`config.mk`:
```
export PLATFORM = sky130hd
export DESIGN_NAME = seq_detector_param
export DESIGN_NICKNAME = d
export VERILOG_FILES = /design/src/rtl/seq_detector_param.sv
export SDC_FILE = /design/constraint.sdc
export NUM_CORES = 1
export LEC_CHECK = 0
export BUFFER_PORTS_ARGS = -buffer_cell sky130_fd_sc_hd__buf_4
export CAP_MARGIN = 0
export CORE_AREA = 4 4 41 43
export DETAILED_ROUTE_END_ITERATION = 7
export DIE_AREA = 0 0 45 47
export PLACE_DENSITY = 0.69
export SYNTH_ARGS = -nofsm -noshare
export SYNTH_HDL_FRONTEND = slang
export SYNTH_SLANG_ARGS = --single-unit
export TNS_END_PERCENT = 1
```
`constraint.sdc`:
```
create_clock -name clk -period 4 [get_ports clk]
set_input_delay 0.8 -clock clk [delete_from_list [all_inputs] [get_ports clk]]
set_output_delay 0.8 -clock clk [all_outputs]
set_load 0.05 [all_outputs]
```
`src/rtl/seq_detector_param.sv`:
```
// Parametrised serial pattern detector: tracks the longest matched prefix of PATTERN
// (MSB first) using a next-state table built from PATTERN at elaboration.
module seq_detector_param #(
  parameter int unsigned PAT_LEN = 4,
  parameter logic [15:0] PATTERN = 16'h000D,
  parameter bit          OVERLAP = 1'b1,
  parameter bit          REG_OUT = 1'b0,
  parameter int unsigned CNT_W   = 8,
  localparam int unsigned ST_W   = $clog2(PAT_LEN)
) (
  input  logic             clk,
  input  logic             reset,
  input  logic             x,
  input  logic             in_valid,
  input  logic             cnt_clr,
  output logic             y,
  output logic [CNT_W-1:0] match_cnt,
  output logic [ST_W-1:0]  state_o
);

  if (PAT_LEN < 2 || PAT_LEN > 16) begin : g_bad_pat_len
    $error("seq_detector_param: PAT_LEN must be in 2..16");
  end
  if (CNT_W < 1 || CNT_W > 32) begin : g_bad_cnt_w
    $error("seq_detector_param: CNT_W must be in 1..32");
  end

  localparam int unsigned NUM_ST = 2 ** ST_W;
  localparam int unsigned TAB_W  = 2 * NUM_ST * ST_W;
  localparam logic [ST_W-1:0] LAST_ST = ST_W'(PAT_LEN - 1);

  function automatic logic [31:0] low_mask(input int unsigned n);
    return (32'd1 << n) - 32'd1;
  endfunction

  // Longest prefix of PATTERN that is a suffix of (prefix k, b), capped below PAT_LEN so
  // the full-match case yields the longest proper border.
  function automatic int unsigned next_len(input int unsigned k, input bit b);
    logic [31:0]  pat32;
    logic [31:0]  s;
    int unsigned  lim;
    int unsigned  best;
    pat32 = 32'(PATTERN);
    s     = (((pat32 >> (PAT_LEN - k)) & low_mask(k)) << 1) | 32'(b);
    lim   = (k + 1 < PAT_LEN) ? k + 1 : PAT_LEN - 1;
    best  = 0;
    for (int unsigned l = 1; l <= lim; l++) begin
      if (((pat32 >> (PAT_LEN - l)) & low_mask(l)) == (s & low_mask(l))) best = l;
    end
    return best;
  endfunction

  function automatic logic [TAB_W-1:0] build_tab();
    logic [TAB_W-1:0] tab;
    int unsigned      nxt;
    tab = '0;
    for (int unsigned k = 0; k < PAT_LEN; k++) begin
      for (int unsigned b = 0; b < 2; b++) begin
        nxt = next_len(k, b[0]);
        if (k == PAT_LEN - 1 && b[0] == PATTERN[0] && !OVERLAP) nxt = 0;
        tab[(2 * k + b) * ST_W +: ST_W] = ST_W'(nxt);
      end
    end
    return tab;
  endfunction

  localparam logic [TAB_W-1:0] NEXT_TAB = build_tab();

  logic [ST_W-1:0]  state_q, state_d;
  logic [CNT_W-1:0] cnt_q, cnt_d;
  logic             y_q, y_d;
  logic             match;

  always_comb begin
    match   = in_valid && (state_q == LAST_ST) && (x == PATTERN[0]);
    state_d = state_q;
    if (in_valid) begin
      for (int i = 0; i < 2 * NUM_ST; i++) begin
        if ({state_q, x} == (ST_W + 1)'(i)) state_d = NEXT_TAB[i * ST_W +: ST_W];
      end
    end
    cnt_d = cnt_q;
    if (cnt_clr) begin
      cnt_d = '0;
    end else if (match && cnt_q != {CNT_W{1'b1}}) begin
      cnt_d = cnt_q + CNT_W'(1);
    end
    y_d = match;
  end

  always_ff @(posedge clk or posedge reset) begin
    if (reset) begin
      state_q <= '0;
      cnt_q   <= '0;
      y_q     <= 1'b0;
    end else begin
      state_q <= state_d;
      cnt_q   <= cnt_d;
      y_q     <= y_d;
    end
  end

  assign y         = REG_OUT ? y_q : match;
  assign match_cnt = cnt_q;
  assign state_o   = state_q;

endmodule

```
# [After elaboration in Yosys (flattened, before gate mapping)]
# Cells that the tools add are included.
[op_classes] reduce_logical=7 n_addsub=1 mux=10 eq_ne=9
[ops] operator="2-to-1 mux 2 bit" n=8
[ops] operator="2-to-1 mux 8 bit" n=2
[ops] operator="equality test 3 bit (second input constant)" n=4
[ops] operator="adder 8 x 1 -> 8 bit (second input constant)" n=1
[ops] operator="!= test 8 bit (second input constant)" n=1
[ops] operator="nonzero test 8 bit" n=1
[ops] operator="equality test 3 x 2 -> 1 bit (second input constant)" n=2
[ops] operator="equality test 3 x 1 -> 1 bit (second input constant)" n=1
[ops] operator="logical AND 1 bit" n=3
[ops] operator="zero test 3 bit" n=1
[ops] operator="equality test 2 bit (second input constant)" n=1
[ops] operator="AND reduction 2 bit" n=1
[ops] operator="nonzero test 2 bit" n=1
[word_totals] reg_bits=10 out_inout_bits=11 inputBits=5 word_cells=29

# [Longest topological paths before layout]
# Gate-level depths: netlist of run 1.
[depth] depth_word=9 ltp_mapped=5 depth_no_buf=5

# [Least setup slack after synthesis of run 1]
# OpenSTA, ideal clock, no wires.
[synth_path] kind="input-to-output" from="input port x" to="output port y" slack_ps=2027 path_buffers=1 t_arrival_ps=1173 required_ps=3200 stages=2 path_cell_list="and4_1 > buf_6"
[synth_between] elab_chain_len=1
[synth_lines] element="start, declared" line_no="13" rtl="input logic x,"
[synth_lines] element="logical AND 1 bit" line_no="75" rtl="match = in_valid && (state_q == LAST_ST) && (x == PATTERN[0]);"
[synth_lines] element="end, declared" line_no="16" rtl="output logic y,"
# Every way passes these cells.

# [Worst setup path after layout of run 1]
# Same ends and word-level chain as after synthesis.

==> summary.md, run 1 <==
| Metric | Value |
|---|---|
| Sum of overflow across all layers after global routing | `0` |
| Num CTS Buffers | `3` |
| Final routed DRC violation total | `0` |
| DRT antenna net count | `0` |
| Final worst slack | `1670 ps` |
| Dominant combinational cell family by area after synthesis | `simple AND/OR/NAND/NOR gates` |
| Commonest non-fill, non-tap cells in the layout | `sky130_fd_sc_hd__buf_4 (15), sky130_fd_sc_hd__dfrtp_1 (10), sky130_fd_sc_hd__nor2_1 (7)` |
| Max-capacitance violation count | `0` |
| Total number of clock tree sinks | `10` |
| Wire length per cell after detailed routing | `12.8 um` |
| Clock tree from TritonCTS | `built` |
| Most area-hungry cell type in the Yosys netlist | `sky130_fd_sc_hd__dfrtp_1` |
| Startpoint-to-endpoint class of the critical path | `in2out` |
| Worst Path Required | `3200 ps` |
| Most common cell after layout, fill and taps aside | `sky130_fd_sc_hd__buf_4` |
| Outcome | `completed` |
| Count of different cell masters after synthesis | `28` |
| CP Max Fanout | `7` |
| Average instance area after synthesis | `10.1 um2` |
| Critical path capture point type | `primary output` |
| Resized cells post-CTS | `0` |
| Worst slack after detailed placement | `1670 ps` |
| Post-route setup TNS | `0 ps` |
| Sort of element at the start of the critical path | `input port` |
| Number of H-tree branching levels | `1` |
| Post-route clock period utilization | `58.2%` |
| Top area cells in the synthesized netlist | `sky130_fd_sc_hd__dfrtp_1 (45%), sky130_fd_sc_hd__xor2_1 (7.9%), sky130_fd_sc_hd__nor2_1 (4.7%)` |
| Proportion of synthesized area in mux cells | `1.81%` |
| Iteration count of the initial detailed-routing pass | `4` |
| Vias after detailed routing | `470` |
| Number of nets in the layout | `79` |
| Wire length of the first global-routing pass | `2060 um` |
| Max transition margin | `74.3%` |
| Number of global-route vias before repair | `487` |
| Starting density of the core | `42.6%` |
| Number of enable flip-flop cells after synthesis | `0` |
| Slew @ Worst Pin | `385 ps` |
| Power density of the placed cells | `424 nW/um2` |
| Buffer count from post-CTS setup fixing | `0` |
| Wirelength, routed | `1120 um` |
| Highest clock rate | `429 MHz` |
| Fill cell count | `127` |
| Fraction of layout cells with a size suffix above 1 | `29.2%` |
| Synth Area in XOR/XNOR | `7.90%` |
| Latest clock arrival within the worst-skew pair | `260 ps` |
| Path type of the worst min-delay path | `in2async` |
| Period minus WS final | `2330 ps` |
| Initial antenna violation count | `0` |
| Longest Clk Path Bufs | `2` |
| Leakage dissipation | `0.355 nW` |
| Critical path data arrival time | `1530 ps` |
| Async set-or-reset flop fraction in the synthesized netlist | `100%` |
| Hpwl dp | `888 um` |
| Synthesized-area fraction occupied by and/or/nand/nor cells | `20.5%` |
| Post-synthesis instance area | `554 um2` |
| Final Hold Viols | `0` |
| Unrepaired setup endpoints after global routing | `no` |
| Synthesized-area fraction occupied by adder cells | `2.26%` |
| Die area | `2120 um2` |
| CTS root buf | `sky130_fd_sc_hd__clkbuf_4` |
| Initial DRC count | `12` |
| Skew final | `3.45 ps` |
| Number of pins with negative max-slew slack in the final report | `0` |
| Syn Inst Count | `55` |
| Final setup violation count | `0` |
| Top-area cell type share of the netlist area | `45.1%` |
| Standard-cell row count | `13` |
| Top flip-flop cell by instance count after synthesis | `sky130_fd_sc_hd__dfrtp_1` |
| Ant. Diodes | `0` |
| Worst hold slack across all endpoints | `513 ps` |
| Mean number of vias per cell | `5.40` |
| Core region area | `1300 um2` |
| Layout area overhead | `27.5%` |
| Horiz. Die Dim | `45 um` |
| VDD IR max | `0.264 mV` |
| Port Buf Inserts | `15` |
| Number of buffers inserted for hold repair after clock tree synthesis | `0` |
| Ys Warns | `0` |
| Global-route total usage across every layer | `13.7%` |
| Final weighted congestion in routability-driven placement | `0.693` |
| I/O pin count | `16` |
| Area fraction in compound gates after synthesis | `17.6%` |
| Fraction of the yosys area taken by sequential cells | `45.1%` |
| Number of synthesized register bits | `10` |
| Pin count of the biggest net entering global routing | `11` |
| Clock transition at the registers of the reported paths | `70 ps` |
| Overall die height | `47 um` |
| Syn nets | `61` |
==> worst max-delay path, cell delays in order <==
cell	delay, ps
sky130_fd_sc_hd__buf_4	100
sky130_fd_sc_hd__and4_1	360
sky130_fd_sc_hd__buf_4	260
==> area by class of cell <==
class / count / area [um2] / area share, %
Timing Repair Buffer: 15 / 113 / 15.9
Sequential cell: 10 / 250 / 35.4
Inverter: 3 / 11.3 / 1.59
Multi-Input combinational cell: 40 / 278 / 39.3
Clock buffer: 4 / 36.3 / 5.13
Tap cell: 15 / 18.8 / 2.65
==> per-layer routing <==
metal,vias up,GRT usage [%],wire length (um)
met3,4,3.83,84
met4,0,7.02,17
met1,217,14.8,449
met5,-,0,0
met2,17,24.6,566
li1,232,-,-
==> final timing paths <==
| check | start | endpoint | slack (ps) | depth (start not counted) |
|---|---|---|---|---|
| min in group clk | state_o[1]$_DFFE_PP0P_ | state_o[1]$_DFFE_PP0P_ | 570 | 1 |
| setup / recovery | x | y | 1670 | 3 |
| setup reg to reg | match_cnt[0]$_DFFE_PP0P_ | match_cnt[1]$_DFFE_PP0P_ | 2490 | 5 |
| hold / removal | reset | match_cnt[1]$_DFFE_PP0P_ | 510 | 2 |
| max in group asynchronous | reset | match_cnt[6]$_DFFE_PP0P_ | 3210 | 2 |
| hold reg to reg | state_o[1]$_DFFE_PP0P_ | state_o[1]$_DFFE_PP0P_ | 570 | 1 |
==> report_power, final <==
group	leakage, nW	switching (mW)	total [mW]	internal, mW
Combinational	0.197	0.0564	0.0836	0.0272
Clock	0.0210	0.0347	0.0900	0.0553
Sequential	0.137	0.0154	0.126	0.111
==> registers in the layout, summed over array words and instances (netlist names) <==
| name | count |
|---|---|
| state_o | 2 |
| match_cnt | 8 |
==> cell families after synthesis <==
family | after synthesis
and+or+nand+nor | 21
buffers and inverters | 5
DFF | 10
muxes | 1
xor gates and xnor gates | 5
adders and majority gates | 1
AOI/OAI and AO/OA | 12
==> metrics by stage <==
stage                     std cells  utilization, %  area (um2)  power (mW)
after floorplan                  55               -         554       0.186
after global placement           83            51.5         671       0.211
after detailed placement         83            51.5         671       0.213
after CTS                        87            54.3         707       0.304
after global routing             87            54.3         707       0.315
final                            87            54.3         707       0.300
==> Yosys cell counts, drive strengths merged (2+ instances only) <==
| cell | count |
|---|---|
| nor2 | 7 |
| o2111ai | 2 |
| nand2 | 2 |
| nor3 | 2 |
| nand4 | 2 |
| inv | 3 |
| o21ai | 3 |
| xor2 | 5 |
| and2 | 2 |
| dfrtp | 10 |
| buf | 2 |
| o211ai | 2 |
| nand3 | 2 |
Note: power is estimated with default switching activity, not from simulation.
==> run 2: changes to the inputs <==
clock period = 2.15 ns   (was 4 ns; I/O delays follow)
==> run 2 against run 1 <==
  * Sequential share of layout area is the same
  * Combinational power grew 87%
  * Critical path depth shrank 1
  * Global-route usage shrank 0.79 points
  * Total power grew 85%
  * Via count grew 0.43%
  * Clock skew grew 0.71 ps
  * Critical endpoint unchanged
  * Highest routed layer unchanged
==> summary.md, run 2 (same netlist as run 1, synthesis figures left out) <==
| Metric | Value |
|---|---|
| Critical path data arrival time | `1370 ps (was 1530 ps)` |
| Final weighted congestion in routability-driven placement | `0.694 (was 0.693)` |
| Wirelength, routed | `1090 um (was 1120 um)` |
| Total buffers and inverters traversed by the critical path | `1 (was 2)` |
| Power density of the placed cells | `786 nW/um2 (was 424 nW/um2)` |
| Number of pins with negative max-slew slack in the final report | `0 (unchanged)` |
| Clock transition at the registers of the reported paths | `70 ps (about the same)` |
| Sort of element at the start of the critical path | `flip-flop (was input port)` |
| Initial antenna violation count | `0 (unchanged)` |
| Pin count of the biggest net entering global routing | `11 (unchanged)` |
| Worst Path Required | `1720 ps (was 3200 ps)` |
| Wire length per cell after detailed routing | `12.5 um (was 12.8 um)` |
| Net Sw Frac | `35.3% (was 35.5%)` |
| Max-capacitance violation count | `0 (unchanged)` |
| Critical path capture point type | `primary output (unchanged)` |
| Ant. Diodes | `0 (unchanged)` |
| Global-route total usage across every layer | `12.9% (was 13.7%)` |
| Buffer count from post-CTS setup fixing | `0 (unchanged)` |
| Longest Clk Path Bufs | `2 (unchanged)` |
| Port Buf Inserts | `15 (unchanged)` |
| Startpoint-to-endpoint class of the critical path | `reg2out (was in2out)` |
| Most common cell after layout, fill and taps aside | `sky130_fd_sc_hd__buf_4 (unchanged)` |
| Clock Power Share | `29.8% (was 30.0%)` |
| I/O pin count | `16 (unchanged)` |
| Skew final | `4.16 ps (was 3.45 ps)` |
| Post-route clock period utilization | `83.9%` |
| Layout area overhead | `27.5% (unchanged)` |
| Critical Path Slowest Stage Cell | `sky130_fd_sc_hd__dfrtp_1 (was sky130_fd_sc_hd__and4_1)` |
| Number of flip-flops in the largest register | `8 (unchanged)` |
| Iteration count of the initial detailed-routing pass | `4 (unchanged)` |
| Num CTS Buffers | `3 (unchanged)` |
| Gate family responsible for the most delay along the worst path | `flip-flops (was buffers and inverters)` |
| Clock tree from TritonCTS | `built (unchanged)` |
| Vias after detailed routing | `472 (was 470)` |
| Series of cell instances along the critical path | `and4_1 -> buf_4 (was buf_4 -> and4_1 -> buf_4)` |
| Commonest non-fill, non-tap cells in the layout | `sky130_fd_sc_hd__buf_4 (15), sky130_fd_sc_hd__dfrtp_1 (10), sky130_fd_sc_hd__nor2_1 (7) (unchanged)` |
| Final setup violation count | `0 (unchanged)` |
| Period minus WS final | `1800 ps` |
| Fill cell count | `130 (was 127)` |
| Latest clock arrival within the worst-skew pair | `260 ps (about the same)` |
| Number of H-tree branching levels | `1 (unchanged)` |
| Max transition margin | `74.6% (was 74.3%)` |
| Leakage dissipation | `0.355 nW (unchanged)` |
| Stage delay of the slowest cell on the critical path | `450 ps (was 360 ps)` |
| Final worst slack | `346 ps (was 1670 ps)` |
| Core region area | `1300 um2 (unchanged)` |
| Wire length of the first global-routing pass | `1940 um (was 2060 um)` |
| Total number of clock tree sinks | `10 (unchanged)` |
| Number of buffers inserted for hold repair after clock tree synthesis | `0 (unchanged)` |
| Fraction of layout cells with a size suffix above 1 | `29.2% (unchanged)` |
| Mean number of vias per cell | `5.43 (was 5.40)` |
| CTS root buf | `sky130_fd_sc_hd__clkbuf_4 (unchanged)` |
| Launch point of the critical path | `state_o[0]$_DFFE_PP0P_ (was x)` |
| Path type of the worst min-delay path | `in2async (unchanged)` |
| Horiz. Die Dim | `45 um (unchanged)` |
| Highest clock rate | `554 MHz` |
| Post-route setup TNS | `0 ps (unchanged)` |
| Slew @ Worst Pin | `380 ps (was 385 ps)` |
| Reg-to-reg startpoint | `match_cnt[0]$_DFFE_PP0P_ (unchanged)` |
| P_int | `0.359 mW (was 0.193 mW)` |
| Sum of overflow across all layers after global routing | `0 (unchanged)` |
| Switching pwr | `0.196 mW (was 0.107 mW)` |
| Number of nets in the layout | `79 (unchanged)` |
| Worst slack after detailed placement | `554 ps (was 1670 ps)` |
| CP Max Fanout | `8 (was 7)` |
| Reg power frac | `42.2% (was 42.1%)` |
| Outcome | `completed (unchanged)` |
| Unrepaired setup endpoints after global routing | `no (unchanged)` |
| Resized cells post-CTS | `0 (unchanged)` |
| Initial DRC count | `8 (was 12)` |
| Overall die height | `47 um (unchanged)` |
| Die area | `2120 um2 (unchanged)` |
| Standard-cell row count | `13 (unchanged)` |
| Number of global-route vias before repair | `457 (was 487)` |
| Starting density of the core | `42.6% (unchanged)` |
| Final routed DRC violation total | `0 (unchanged)` |
| Combinational Power Share | `28.0% (was 27.9%)` |
| Final Hold Viols | `0 (unchanged)` |
| Hpwl dp | `844 um (was 888 um)` |
| VDD IR max | `0.468 mV (was 0.264 mV)` |
| DRT antenna net count | `0 (unchanged)` |
[run 2: worst reg2reg max path, cell delays in order (launching register included)]
cell and delay, ps:
sky130_fd_sc_hd__dfrtp_1 400, sky130_fd_sc_hd__ha_1 210, sky130_fd_sc_hd__nand3_1 220, sky130_fd_sc_hd__o21ai_1 280, sky130_fd_sc_hd__mux2i_1 210, sky130_fd_sc_hd__nor2_1 60
[run 2: metrics by stage]
step	power, mW	area [um2]	hold WS, ps	util [%]	cells
after global placement	0.392	671	439	51.5	83
after global routing	0.584	707	194	54.3	87
after floorplan	0.347	554	270	-	55
after detailed placement	0.396	671	438	51.5	83
final	0.555	707	143	54.3	87
after CTS	0.565	707	151	54.3	87
[run 2: area by class of cell]
cell class	instances	area (um2)	area share, %
clock buffers	4	36.3	5.13
inverters	3	11.3	1.59
multi-input cells	40	278	39.3
flip-flops and latches	10	250	35.4
well taps	15	18.8	2.65
repair buffers	15	113	15.9
[run 2: path summary, 6_finish.rpt]
check | slack (ps) | depth (start not counted) | endpoint
max | 350 | 2 | y
min | 140 | 2 | match_cnt[4]$_DFFE_PP0P_
max reg2reg | 660 | 5 | match_cnt[1]$_DFFE_PP0P_
min reg2reg | 560 | 1 | state_o[1]$_DFFE_PP0P_
max in group asynchronous | 1730 | 2 | match_cnt[6]$_DFFE_PP0P_
min in group clk | 380 | 2 | match_cnt[0]$_DFFE_PP0P_
[run 2: layer usage]
layer  wire length, um  track usage (%)  vias up
li1                  -                -      228
met1               455             14.1      227
met2               533             22.9       15
met3                85             3.45        2
met4                12             7.02        0
met5                 0                0        -
[run 2: power by group through the flow]
| stage | Sequential [mW] | Combinational, mW | Clock (mW) |
|---|---|---|---|
| CTS | 0.235 | 0.158 | 0.172 |
| floorplan | 0.296 | 0.0509 | 0 |
| detailed placement | 0.238 | 0.158 | 0 |
| global route | 0.239 | 0.167 | 0.178 |
| global placement | 0.236 | 0.156 | 0 |
| finish | 0.234 | 0.156 | 0.166 |
==> run 3: changes to the inputs <==
PLACE_DENSITY = 0.72   (was 0.69)
clock period = 1.5 ns   (was 2.15 ns; I/O delays follow)
==> run 3 against run 2 <==
  * Combinational power increased by 52%
  * Register-to-register slack got worse by 520 ps
  * Total power increased by 39%
  * Via count decreased by 2.3%
  * Critical endpoint unchanged
  * Largest power group unchanged
==> summary.md, run 3 (same netlist as run 1, synthesis figures left out) <==
| Metric | Value |
|---|---|
| Outcome | `completed (unchanged)` |
| Num CTS Buffers | `3 (unchanged)` |
| Standard-cell row count | `13 (unchanged)` |
| DRT antenna net count | `0 (unchanged)` |
| Path type of the worst min-delay path | `in2async (unchanged)` |
| CP Max Fanout | `8 (unchanged)` |
| Slew @ Worst Pin | `384 ps (was 380 ps)` |
| Power density of the placed cells | `1050 nW/um2 (was 786 nW/um2)` |
| Sum of overflow across all layers after global routing | `0 (unchanged)` |
| Number of H-tree branching levels | `1 (unchanged)` |
| Wire length of the first global-routing pass | `1950 um (was 1940 um)` |
| Post-route clock period utilization | `94.1%` |
| Fraction of layout cells with a size suffix above 1 | `45.9% (was 29.2%)` |
| Global-route total usage across every layer | `13.5% (was 12.9%)` |
| Most common cell after layout, fill and taps aside | `sky130_fd_sc_hd__buf_4 (unchanged)` |
| Overall die height | `47 um (unchanged)` |
| Max-capacitance violation count | `0 (unchanged)` |
| Clock transition at the registers of the reported paths | `70 ps (about the same)` |
| Port Buf Inserts | `15 (unchanged)` |
| Reg-to-reg startpoint | `match_cnt[0]$_DFFE_PP0P_ (unchanged)` |
| Number of nets in the layout | `81 (was 79)` |
| Clock tree from TritonCTS | `built (unchanged)` |
| Final Hold Viols | `0 (unchanged)` |
| Wirelength, routed | `1160 um (was 1090 um)` |
| Longest Clk Path Bufs | `2 (unchanged)` |
| Wire length per cell after detailed routing | `13.0 um (was 12.5 um)` |
| Vias after detailed routing | `461 (was 472)` |
| Number of pins with negative max-slew slack in the final report | `0 (unchanged)` |
| Startpoint-to-endpoint class of the critical path | `reg2out (unchanged)` |
| Critical path data arrival time | `1110 ps (was 1370 ps)` |
| Horiz. Die Dim | `45 um (unchanged)` |
| I/O pin count | `16 (unchanged)` |
| Initial DRC count | `7 (was 8)` |
| Skew final | `6.51 ps (was 4.16 ps)` |
| Fill cell count | `125 (was 130)` |
| Hpwl dp | `880 um (was 844 um)` |
| Layout area overhead | `33.2% (was 27.5%)` |
| Starting density of the core | `42.6% (unchanged)` |
| Period minus WS final | `1410 ps` |
| Highest clock rate | `708 MHz` |
| Initial antenna violation count | `0 (unchanged)` |
| Total number of clock tree sinks | `10 (unchanged)` |
| Die area | `2120 um2 (unchanged)` |
| Mean number of vias per cell | `5.18 (was 5.43)` |
| Unrepaired setup endpoints after global routing | `no (unchanged)` |
| CTS root buf | `sky130_fd_sc_hd__clkbuf_4 (unchanged)` |
| Final routed DRC violation total | `0 (unchanged)` |
| Final weighted congestion in routability-driven placement | `0.663 (was 0.694)` |
| Max transition margin | `74.4% (was 74.6%)` |
| Iteration count of the initial detailed-routing pass | `4 (unchanged)` |
| Finished Core Util | `56.7% (was 54.3%)` |
| Number of global-route vias before repair | `460 (was 457)` |
| Number of flip-flops in the largest register | `8 (unchanged)` |
| Total power consumption of the routed design | `0.774 mW (was 0.555 mW)` |
| Core region area | `1300 um2 (unchanged)` |
| Critical path capture point type | `primary output (unchanged)` |
| Sort of element at the start of the critical path | `flip-flop (unchanged)` |
| Final setup violation count | `0 (unchanged)` |
| Pin count of the biggest net entering global routing | `11 (unchanged)` |
| Commonest non-fill, non-tap cells in the layout | `sky130_fd_sc_hd__buf_4 (16), sky130_fd_sc_hd__dfrtp_2 (9), sky130_fd_sc_hd__nor2_1 (7) (was sky130_fd_sc_hd__buf_4 (15), sky130_fd_sc_hd__dfrtp_1 (10), sky130_fd_sc_hd__nor2_1 (7))` |
| VDD IR max | `0.856 mV (was 0.468 mV)` |
| Reg-to-reg setup timing slack | `140 ps (was 660 ps)` |
| Worst R2R Path Depth | `5 (unchanged)` |
| Number of buffers inserted for hold repair after clock tree synthesis | `0 (unchanged)` |
| Ant. Diodes | `0 (unchanged)` |
| Worst Path Required | `1200 ps (was 1720 ps)` |
| Worst r2r dst | `match_cnt[7]$_DFFE_PP0P_ (was match_cnt[1]$_DFFE_PP0P_)` |
| Leakage dissipation | `0.348 nW (was 0.355 nW)` |
| Latest clock arrival within the worst-skew pair | `260 ps (about the same)` |
[run 3: changes by cell type in the layout (fill, tap and decap cells not counted)]
| cell | change |
|---|---|
| sky130_fd_sc_hd__dfrtp_1 | -9 |
| sky130_fd_sc_hd__dfrtp_2 | +9 |
| sky130_fd_sc_hd__and4_1 | -1 |
| sky130_fd_sc_hd__and4_4 | +1 |
| sky130_fd_sc_hd__buf_4 | +1 |
| sky130_fd_sc_hd__buf_6 | +1 |
| sky130_fd_sc_hd__clkbuf_1 | +1 |
| sky130_fd_sc_hd__clkbuf_8 | -1 |
| sky130_fd_sc_hd__nand3_1 | -1 |
| sky130_fd_sc_hd__nand3_2 | +1 |
| sky130_fd_sc_hd__o21ai_1 | -1 |
| sky130_fd_sc_hd__o21ai_2 | +1 |
[run 3: cell type report]
class / count / area, um2 / area share (%)
clock buffer: 4 / 26.3 / 3.56
inverter: 3 / 11.3 / 1.53
multi-input combinational: 40 / 289 / 39.2
sequential: 10 / 262 / 35.4
tap: 15 / 18.8 / 2.54
timing repair buffer: 17 / 131 / 17.8
[run 3: worst max-delay path by stage]
stage	from	endpoint	slack [ps]	cells after the start
detailed placement	x	match_cnt[7]$_DFFE_PP0P_	100	5
global route	state_o[0]$_DFFE_PP0P_	y	40	2
floorplan	state_o[0]$_DFFE_PP0P_	match_cnt[7]$_DFFE_PP0P_	-30	5
global placement	state_o[0]$_DFFE_PP0P_	match_cnt[7]$_DFFE_PP0P_	110	4
finish	state_o[0]$_DFFE_PP0P_	y	90	2
CTS	state_o[0]$_DFFE_PP0P_	y	30	2
[run 3: timing repair]
| item | 4_1_cts | 5_1_grt |
|---|---|---|
| hold endpoints to repair | 0 | 0 |
| pin swaps | 0 | 1 |
| setup buffers | 0 | 2 |
| gates cloned | 0 | 0 |
| gates resized for setup | 3 | 0 |
| setup endpoints to repair | 1 | 1 |
[run 3: layer usage]
metal  GRT usage, %  share of wire [%]  up-vias
met4           10.5                1.6        0
met1           14.8                 43      214
met2           22.3                 52       10
met5              0                  0        -
li1               -                  -      235
met3           3.45                3.5        2
[run 3: per-stage QoR]
stage	TNS (ps)	setup WS, ps	cell area, um2	instances	hold slack, ps
2_1_floorplan	-68.7	-25.6	574	55	140
3_3_place_gp	0	111	691	83	308
3_5_place_dp	0	96.1	691	83	314
4_1_cts	0	31.7	723	87	28.6
5_1_grt	0	41.7	738	89	48.3
6_report	0	88.0	738	89	13.5
[run 3: critical path, stage by stage, from the launching register on]
cell and delay (ps):
sky130_fd_sc_hd__dfrtp_2 420, sky130_fd_sc_hd__and4_4 270, sky130_fd_sc_hd__buf_6 160
[run 3: power breakdown]
| part | switching [mW] | internal, mW | total [mW] |
|---|---|---|---|
| logic | 0.156 | 0.0810 | 0.237 |
| clock network | 0.0906 | 0.103 | 0.193 |
| registers | 0.0431 | 0.300 | 0.343 |
| total | 0.290 | 0.484 | 0.774 |
